===== src/rtl/bp_nonsynth_pkg.sv =====
// Shared types for the nonsynth cosim commit tracker.
package bp_nonsynth_pkg;

    localparam int unsigned reg_addr_width_gp = 5;
    localparam int unsigned vaddr_width_gp    = 39;
    localparam int unsigned instr_width_gp    = 32;
    localparam int unsigned dword_width_gp    = 64;

    typedef struct packed {
        logic                         trap;
        logic [vaddr_width_gp-1:0]    pc;
        logic [instr_width_gp-1:0]    instr;
        logic [dword_width_gp-1:0]    cause;
        logic                         need;
        logic                         fp;
        logic [reg_addr_width_gp-1:0] rd;
        logic                         done;
        logic [dword_width_gp-1:0]    data;
    } bp_nonsynth_commit_entry_s;

endpackage


===== src/rtl/bp_nonsynth_oldest_match.sv =====
// Finds the oldest set bit of a match vector, counting from the head slot.
module bp_nonsynth_oldest_match
    import bp_nonsynth_pkg::*;
#(
    parameter int unsigned els_p   = 8,
    parameter int unsigned ptr_w_p = $clog2(els_p)
) (
    input  logic [els_p-1:0]   match_i,
    input  logic [ptr_w_p-1:0] head_i,
    output logic [ptr_w_p-1:0] idx_o,
    output logic               v_o
);

    logic [els_p-1:0]   rot;
    logic [ptr_w_p-1:0] slot;

    always_comb begin
        rot   = '0;
        slot  = '0;
        idx_o = '0;
        v_o   = 1'b0;
        for (int k = 0; k < int'(els_p); k++) begin
            slot   = ptr_w_p'(head_i + ptr_w_p'(k));
            rot[k] = match_i[slot];
        end
        // Scan youngest to oldest so the lowest offset wins.
        for (int k = int'(els_p) - 1; k >= 0; k--) begin
            if (rot[k]) begin
                v_o   = 1'b1;
                idx_o = ptr_w_p'(head_i + ptr_w_p'(k));
            end
        end
    end

endmodule


===== src/rtl/bp_nonsynth_commit_tracker.sv =====
// In-order joiner of retired instructions with their late register writebacks,
// presenting complete records to the cosim consumer over valid/yumi.
module bp_nonsynth_commit_tracker
    import bp_nonsynth_pkg::*;
#(
    parameter int unsigned vaddr_width_p = vaddr_width_gp,
    parameter int unsigned instr_width_p = instr_width_gp,
    parameter int unsigned dword_width_p = dword_width_gp,
    parameter int unsigned els_p         = 8
) (
    input  logic                         clk_i,
    input  logic                         reset_i,
    input  logic                         commit_v_i,
    input  logic [vaddr_width_p-1:0]     commit_pc_i,
    input  logic [instr_width_p-1:0]     commit_instr_i,
    input  logic                         commit_rd_w_v_i,
    input  logic                         commit_fp_i,
    input  logic [reg_addr_width_gp-1:0] commit_rd_addr_i,
    input  logic                         interrupt_v_i,
    input  logic [dword_width_p-1:0]     cause_i,
    input  logic                         int_wb_v_i,
    input  logic [reg_addr_width_gp-1:0] int_wb_addr_i,
    input  logic [dword_width_p-1:0]     int_wb_data_i,
    input  logic                         fp_wb_v_i,
    input  logic [reg_addr_width_gp-1:0] fp_wb_addr_i,
    input  logic [dword_width_p-1:0]     fp_wb_data_i,
    output logic                         ready_o,
    output logic                         rec_v_o,
    output logic                         rec_trap_o,
    output logic [vaddr_width_p-1:0]     rec_pc_o,
    output logic [instr_width_p-1:0]     rec_instr_o,
    output logic [dword_width_p-1:0]     rec_wdata_o,
    output logic [dword_width_p-1:0]     rec_cause_o,
    input  logic                         rec_yumi_i,
    output logic                         overflow_err_o,
    output logic                         orphan_err_o,
    output logic                         proto_err_o
);

    localparam int unsigned ptr_w_lp = $clog2(els_p);
    localparam int unsigned cnt_w_lp = $clog2(els_p + 1);

    bp_nonsynth_commit_entry_s entries_q [els_p];
    bp_nonsynth_commit_entry_s entries_d [els_p];
    logic [ptr_w_lp-1:0] head_q, head_d, tail_q, tail_d;
    logic [cnt_w_lp-1:0] count_q, count_d;
    logic overflow_q, overflow_d, orphan_q, orphan_d, proto_q, proto_d;

    bp_nonsynth_commit_entry_s new_entry;
    logic enq_v, full, enq_ok, deq, int_wb_eff;
    logic [els_p-1:0] live_v, need_v, done_v, fp_v, int_match, fp_match;
    logic [reg_addr_width_gp-1:0] rd_v [els_p];
    logic [ptr_w_lp-1:0] int_idx, fp_idx;
    logic int_hit, fp_hit;

    // Build the incoming entry; an interrupt wins over a same-cycle commit.
    always_comb begin
        new_entry = '0;
        if (interrupt_v_i) begin
            new_entry.trap  = 1'b1;
            new_entry.cause = dword_width_gp'(cause_i);
        end else begin
            new_entry.pc    = vaddr_width_gp'(commit_pc_i);
            new_entry.instr = instr_width_gp'(commit_instr_i);
            new_entry.need  = commit_rd_w_v_i & ~(~commit_fp_i & (commit_rd_addr_i == '0));
            new_entry.fp    = commit_fp_i;
            new_entry.rd    = commit_rd_addr_i;
        end
        enq_v      = commit_v_i | interrupt_v_i;
        full       = (count_q == cnt_w_lp'(els_p));
        enq_ok     = enq_v & ~full;
        rec_v_o    = (count_q != '0) & (~entries_q[head_q].need | entries_q[head_q].done);
        deq        = rec_yumi_i & rec_v_o;
        int_wb_eff = int_wb_v_i & (int_wb_addr_i != '0);
    end

    // Candidate view of each slot, with this cycle's enqueue as the youngest.
    always_comb begin
        live_v    = '0;
        need_v    = '0;
        done_v    = '0;
        fp_v      = '0;
        int_match = '0;
        fp_match  = '0;
        for (int i = 0; i < int'(els_p); i++) begin
            live_v[i] = cnt_w_lp'(ptr_w_lp'(ptr_w_lp'(i) - head_q)) < count_q;
            need_v[i] = entries_q[i].need;
            done_v[i] = entries_q[i].done;
            fp_v[i]   = entries_q[i].fp;
            rd_v[i]   = entries_q[i].rd;
            if (enq_ok && (ptr_w_lp'(i) == tail_q)) begin
                live_v[i] = 1'b1;
                need_v[i] = new_entry.need;
                done_v[i] = 1'b0;
                fp_v[i]   = new_entry.fp;
                rd_v[i]   = new_entry.rd;
            end
            int_match[i] = live_v[i] & need_v[i] & ~done_v[i] & ~fp_v[i] & (rd_v[i] == int_wb_addr_i);
            fp_match[i]  = live_v[i] & need_v[i] & ~done_v[i] &  fp_v[i] & (rd_v[i] == fp_wb_addr_i);
        end
    end

    bp_nonsynth_oldest_match #(.els_p(els_p), .ptr_w_p(ptr_w_lp)) int_sel (
        .match_i(int_match), .head_i(head_q), .idx_o(int_idx), .v_o(int_hit)
    );

    bp_nonsynth_oldest_match #(.els_p(els_p), .ptr_w_p(ptr_w_lp)) fp_sel (
        .match_i(fp_match), .head_i(head_q), .idx_o(fp_idx), .v_o(fp_hit)
    );

    always_comb begin
        entries_d = entries_q;
        head_d    = head_q;
        tail_d    = tail_q;
        if (enq_ok) begin
            entries_d[tail_q] = new_entry;
            tail_d            = tail_q + ptr_w_lp'(1);
        end
        if (int_wb_eff && int_hit) begin
            entries_d[int_idx].done = 1'b1;
            entries_d[int_idx].data = dword_width_gp'(int_wb_data_i);
        end
        if (fp_wb_v_i && fp_hit) begin
            entries_d[fp_idx].done = 1'b1;
            entries_d[fp_idx].data = dword_width_gp'(fp_wb_data_i);
        end
        if (deq) begin
            head_d = head_q + ptr_w_lp'(1);
        end
        count_d    = count_q + cnt_w_lp'(enq_ok) - cnt_w_lp'(deq);
        overflow_d = overflow_q | (enq_v & full);
        orphan_d   = orphan_q | (int_wb_eff & ~int_hit) | (fp_wb_v_i & ~fp_hit);
        proto_d    = proto_q | (commit_v_i & interrupt_v_i) | (rec_yumi_i & ~rec_v_o);
    end

    always_ff @(posedge clk_i or negedge reset_i) begin
        if (!reset_i) begin
            head_q     <= '0;
            tail_q     <= '0;
            count_q    <= '0;
            overflow_q <= 1'b0;
            orphan_q   <= 1'b0;
            proto_q    <= 1'b0;
            for (int i = 0; i < int'(els_p); i++) begin
                entries_q[i] <= '0;
            end
        end else begin
            head_q     <= head_d;
            tail_q     <= tail_d;
            count_q    <= count_d;
            overflow_q <= overflow_d;
            orphan_q   <= orphan_d;
            proto_q    <= proto_d;
            entries_q  <= entries_d;
        end
    end

    always_comb begin
        ready_o        = (count_q != cnt_w_lp'(els_p));
        rec_trap_o     = entries_q[head_q].trap;
        rec_pc_o       = vaddr_width_p'(entries_q[head_q].pc);
        rec_instr_o    = instr_width_p'(entries_q[head_q].instr);
        rec_cause_o    = dword_width_p'(entries_q[head_q].cause);
        rec_wdata_o    = entries_q[head_q].need ? dword_width_p'(entries_q[head_q].data) : '0;
        overflow_err_o = overflow_q;
        orphan_err_o   = orphan_q;
        proto_err_o    = proto_q;
    end

endmodule


===== config.mk =====
export PLATFORM = sky130hd
export DESIGN_NAME = bp_nonsynth_commit_tracker
export DESIGN_NICKNAME = d
export VERILOG_FILES = /design/src/rtl/bp_nonsynth_pkg.sv /design/src/rtl/bp_nonsynth_oldest_match.sv /design/src/rtl/bp_nonsynth_commit_tracker.sv
export SDC_FILE = /design/constraint.sdc
export NUM_CORES = 2
export LEC_CHECK = 0
export BUFFER_PORTS_ARGS = -buffer_cell sky130_fd_sc_hd__buf_4
export CORE_ASPECT_RATIO = 0.75
export CORE_MARGIN = 2
export CORE_UTILIZATION = 62
export CTS_CLUSTER_SIZE = 25
export DETAILED_ROUTE_END_ITERATION = 16
export PLACE_DENSITY = 0.82
export SETUP_SLACK_MARGIN = 0.5
export SLEW_MARGIN = 20
export SYNTH_ARGS = -nofsm -noshare
export SYNTH_HDL_FRONTEND = slang
export SYNTH_SLANG_ARGS = --single-unit
export TNS_END_PERCENT = 1

===== constraint.sdc =====
create_clock -name clk_i -period 7.5 [get_ports clk_i]
set_input_delay 0.75 -clock clk_i [delete_from_list [all_inputs] [get_ports clk_i]]
set_output_delay 0.75 -clock clk_i [all_outputs]
set_load 0.1 [all_outputs]

==> impl_metrics.toml <==
[cells_and_area]
fill_cells = 9614
post_route_cells_drive_above_1_share_pct = 16.1
area_growth_syn_to_layout_pct = 12.2
seq_area_um2 = 42000
multiInputGateArea_um2 = 39100
nNetsFinal = 8975

[setup_path]
crit_family = "compound AO/OA/AOI/OAI gates"
startpoint_type = "register"
crit_arrival_ns = 7.53
max_stage_delay_ns = 0.79
r2r_slack_ns = 0.67
critPathRequiredTime_ns = 8.20
ff2ff_path_depth = 19
path_max_fanout = 59
cp_cell_sequence = "inv_8 > ha_1 > xor2_1 > buf_4 > ha_1 > or4b_2 > a21o_1 > a21oi_1 > a21oi_4 > a2111oi_0 > a21oi_1 > a21boi_1 > nand3_1 > a211oi_1 > o21ai_2 > nand3_4 > buf_4 > o211ai_1 > a31oi_1"
crit_type = "reg2reg"
crit_path_top_delay_cell = "dfrtp_4"
r2r_end = "entries_q[857]"
end_kind = "register"
path_buf_inv = 3
timing.rr.start = "head_q[1]"

[place]
dp_hpwl_mm = 163
globalplace.congestion = 0.995
numPortBuffers = 491

[drt]
drc = 0
wl_met1_mm = 106
dr.pass1.iters = 8
viasPerCell = 7.00
wl_met3_mm = 36.9
wl_mm = 283
wl_per_cell_um = 26.7
highest_layer = "met5"
vias = 74300
route.met2.wl_mm = 124
final_antenna_net_count = 0
drtIter0Drc = 11200

[clock_tree]
tritoncts = "built"
worstSkewPairLatency_ns = 0.83
clockBufferDepth = 3
path_clk_slew_ns = 0.06
cts.sinks = 1677
post-cts-setup-buffers = 0
htreeDepth = 4
numCtsBuffers = 160
cts_root_buffer = "clkbuf_16"

[die]
die_area_um2 = 140000
fp.coreArea_um2 = 136000
die_x_um = 431
num_rows = 117
pin_count = 492
dieHeight_um = 324
start_util_pct = 62.5

[sta]
setup_viol_count_final = 0
hold_viol = 0
relSlewSlack_pct = 11.5
tightest_slew_ns = 1.33
finalMaxSlewViolations = 0
rsz0062_at_grt = "true"
fin_crit_ns = 6.83
setup-tns-final_ns = 0
max_freq_mhz = 146
period_share_pct = 91.1
clock_skew_ns = 0.0415

[synth]
synth.cell_area_um2 = 84700
synth_top_area_cell = "dfrtp_1"
yosysTopAreaCellShare_pct = 49.6
synthesis.nets = 9099
synth_area_leaders = "dfrtp_1, mux4_2, nand2_1, o21ai_0, clkbuf_1"
yosys_warnings = 0
synthCells = 8785
synthDistinctLibCells = 102
synth-async-reset-ratio_pct = 100
synth_top_flop_cell = "dfrtp_1"
avgSynthCellArea_um2 = 9.64
synth-edff-count = 0
yosysMostFrequentCell = "nand2_1"
synth_common_cells = "nand2_1, dfrtp_1, o21ai_0"
ys_seq_area_share_pct = 49.6
synth-seq-cells = 1677

[min_path]
min-delay-start = "fp_wb_data_i[23]"
hp-class = "in2reg"
hold_path_end = "entries_q[647]"
min_path_cells = 2

[grt]
antenna_found_initial = 30
grt_use_total_pct = 40.4
grt_max_degree = 204
grt_pass1_wl_mm = 437
grt_overflow_total = 0
grt_pass1_vias = 74400

[outcome]
outcome = "finished, final reports clean"

[job]
maxCapViolations = 0
-- worst max path at each step --
stage               startpoint              to  slack, ns  cells past startpoint
finish               head_q[1]  entries_q[857]       0.67                     19
global route         head_q[1]  entries_q[884]       0.48                     18
CTS                  head_q[1]  entries_q[253]       0.72                     20
detailed placement   head_q[1]  entries_q[253]       0.74                     20
global placement     head_q[1]  entries_q[255]       0.83                     20
floorplan            head_q[0]  entries_q[208]       1.14                     26
-- layer usage --
metal	global-route usage (%)	vias to the layer above
li1	-	31200
met1	55.3	36500
met2	58.7	5579
met3	11.3	1096
met4	22.7	2
met5	0	-
-- cells by family after synthesis --
kind of cell / share of synthesized area [%]
AOI/OAI and AO/OA: 18.2
DFF: 49.6
and+or+nand+nor: 15.4
adders and majority gates: 0.408
xor gates and xnor gates: 0.631
buffers and inverters: 4.61
muxes: 11.1
-- timing repair --
item | in CTS | in global routing
hold buffers | 1 | 0
hold endpoints to repair | 41 | 0
gates resized for setup | 0 | 1
setup endpoints to repair | 0 | 107
-- layout by cell type (no fill, tap or decap), types with 75 or more instances in the layout --
| cell | n |
|---|---|
| o211ai_1 | 349 |
| a31oi_1 | 270 |
| nand3_1 | 299 |
| nand2_1 | 1864 |
| a221o_1 | 125 |
| nor3_1 | 142 |
| mux4_2 | 408 |
| a32oi_1 | 75 |
| dfrtp_1 | 1674 |
| clkbuf_16 | 162 |
| nor2_1 | 452 |
| o21ai_0 | 1170 |
| buf_4 | 595 |
| nand2b_1 | 95 |
| a21oi_1 | 294 |
-- area by class of cell --
class / count / area share [%]
Inverter: 52 / 0.213
Clock buffer: 236 / 5.07
Clock inverter: 57 / 0.855
Timing Repair Buffer: 660 / 6.07
Antenna cell: 31 / 0.0817
Multi-Input combinational cell: 6110 / 41.2
Sequential cell: 1677 / 44.2
Tap cell: 1785 / 2.35
-- metrics by stage --
step | hold WS [ns] | area (um2) | cells | setup slack [ns] | utilization (%)
finish | 0.234 | 95000 | 10600 | 0.668 | 70.1
global route | 0.235 | 95000 | 10600 | 0.483 | 70.1
CTS | 0.195 | 94900 | 10600 | 0.722 | 70.0
detailed placement | 0.462 | 89200 | 10300 | 0.737 | 65.8
global placement | 0.456 | 89200 | 10300 | 0.826 | 65.8
floorplan | 0.441 | 84700 | 8785 | 1.14 | -
Power is left out: the tool's default activity adds up to more than one toggle a clock period on the data nets, which glitch-free logic cannot reach.
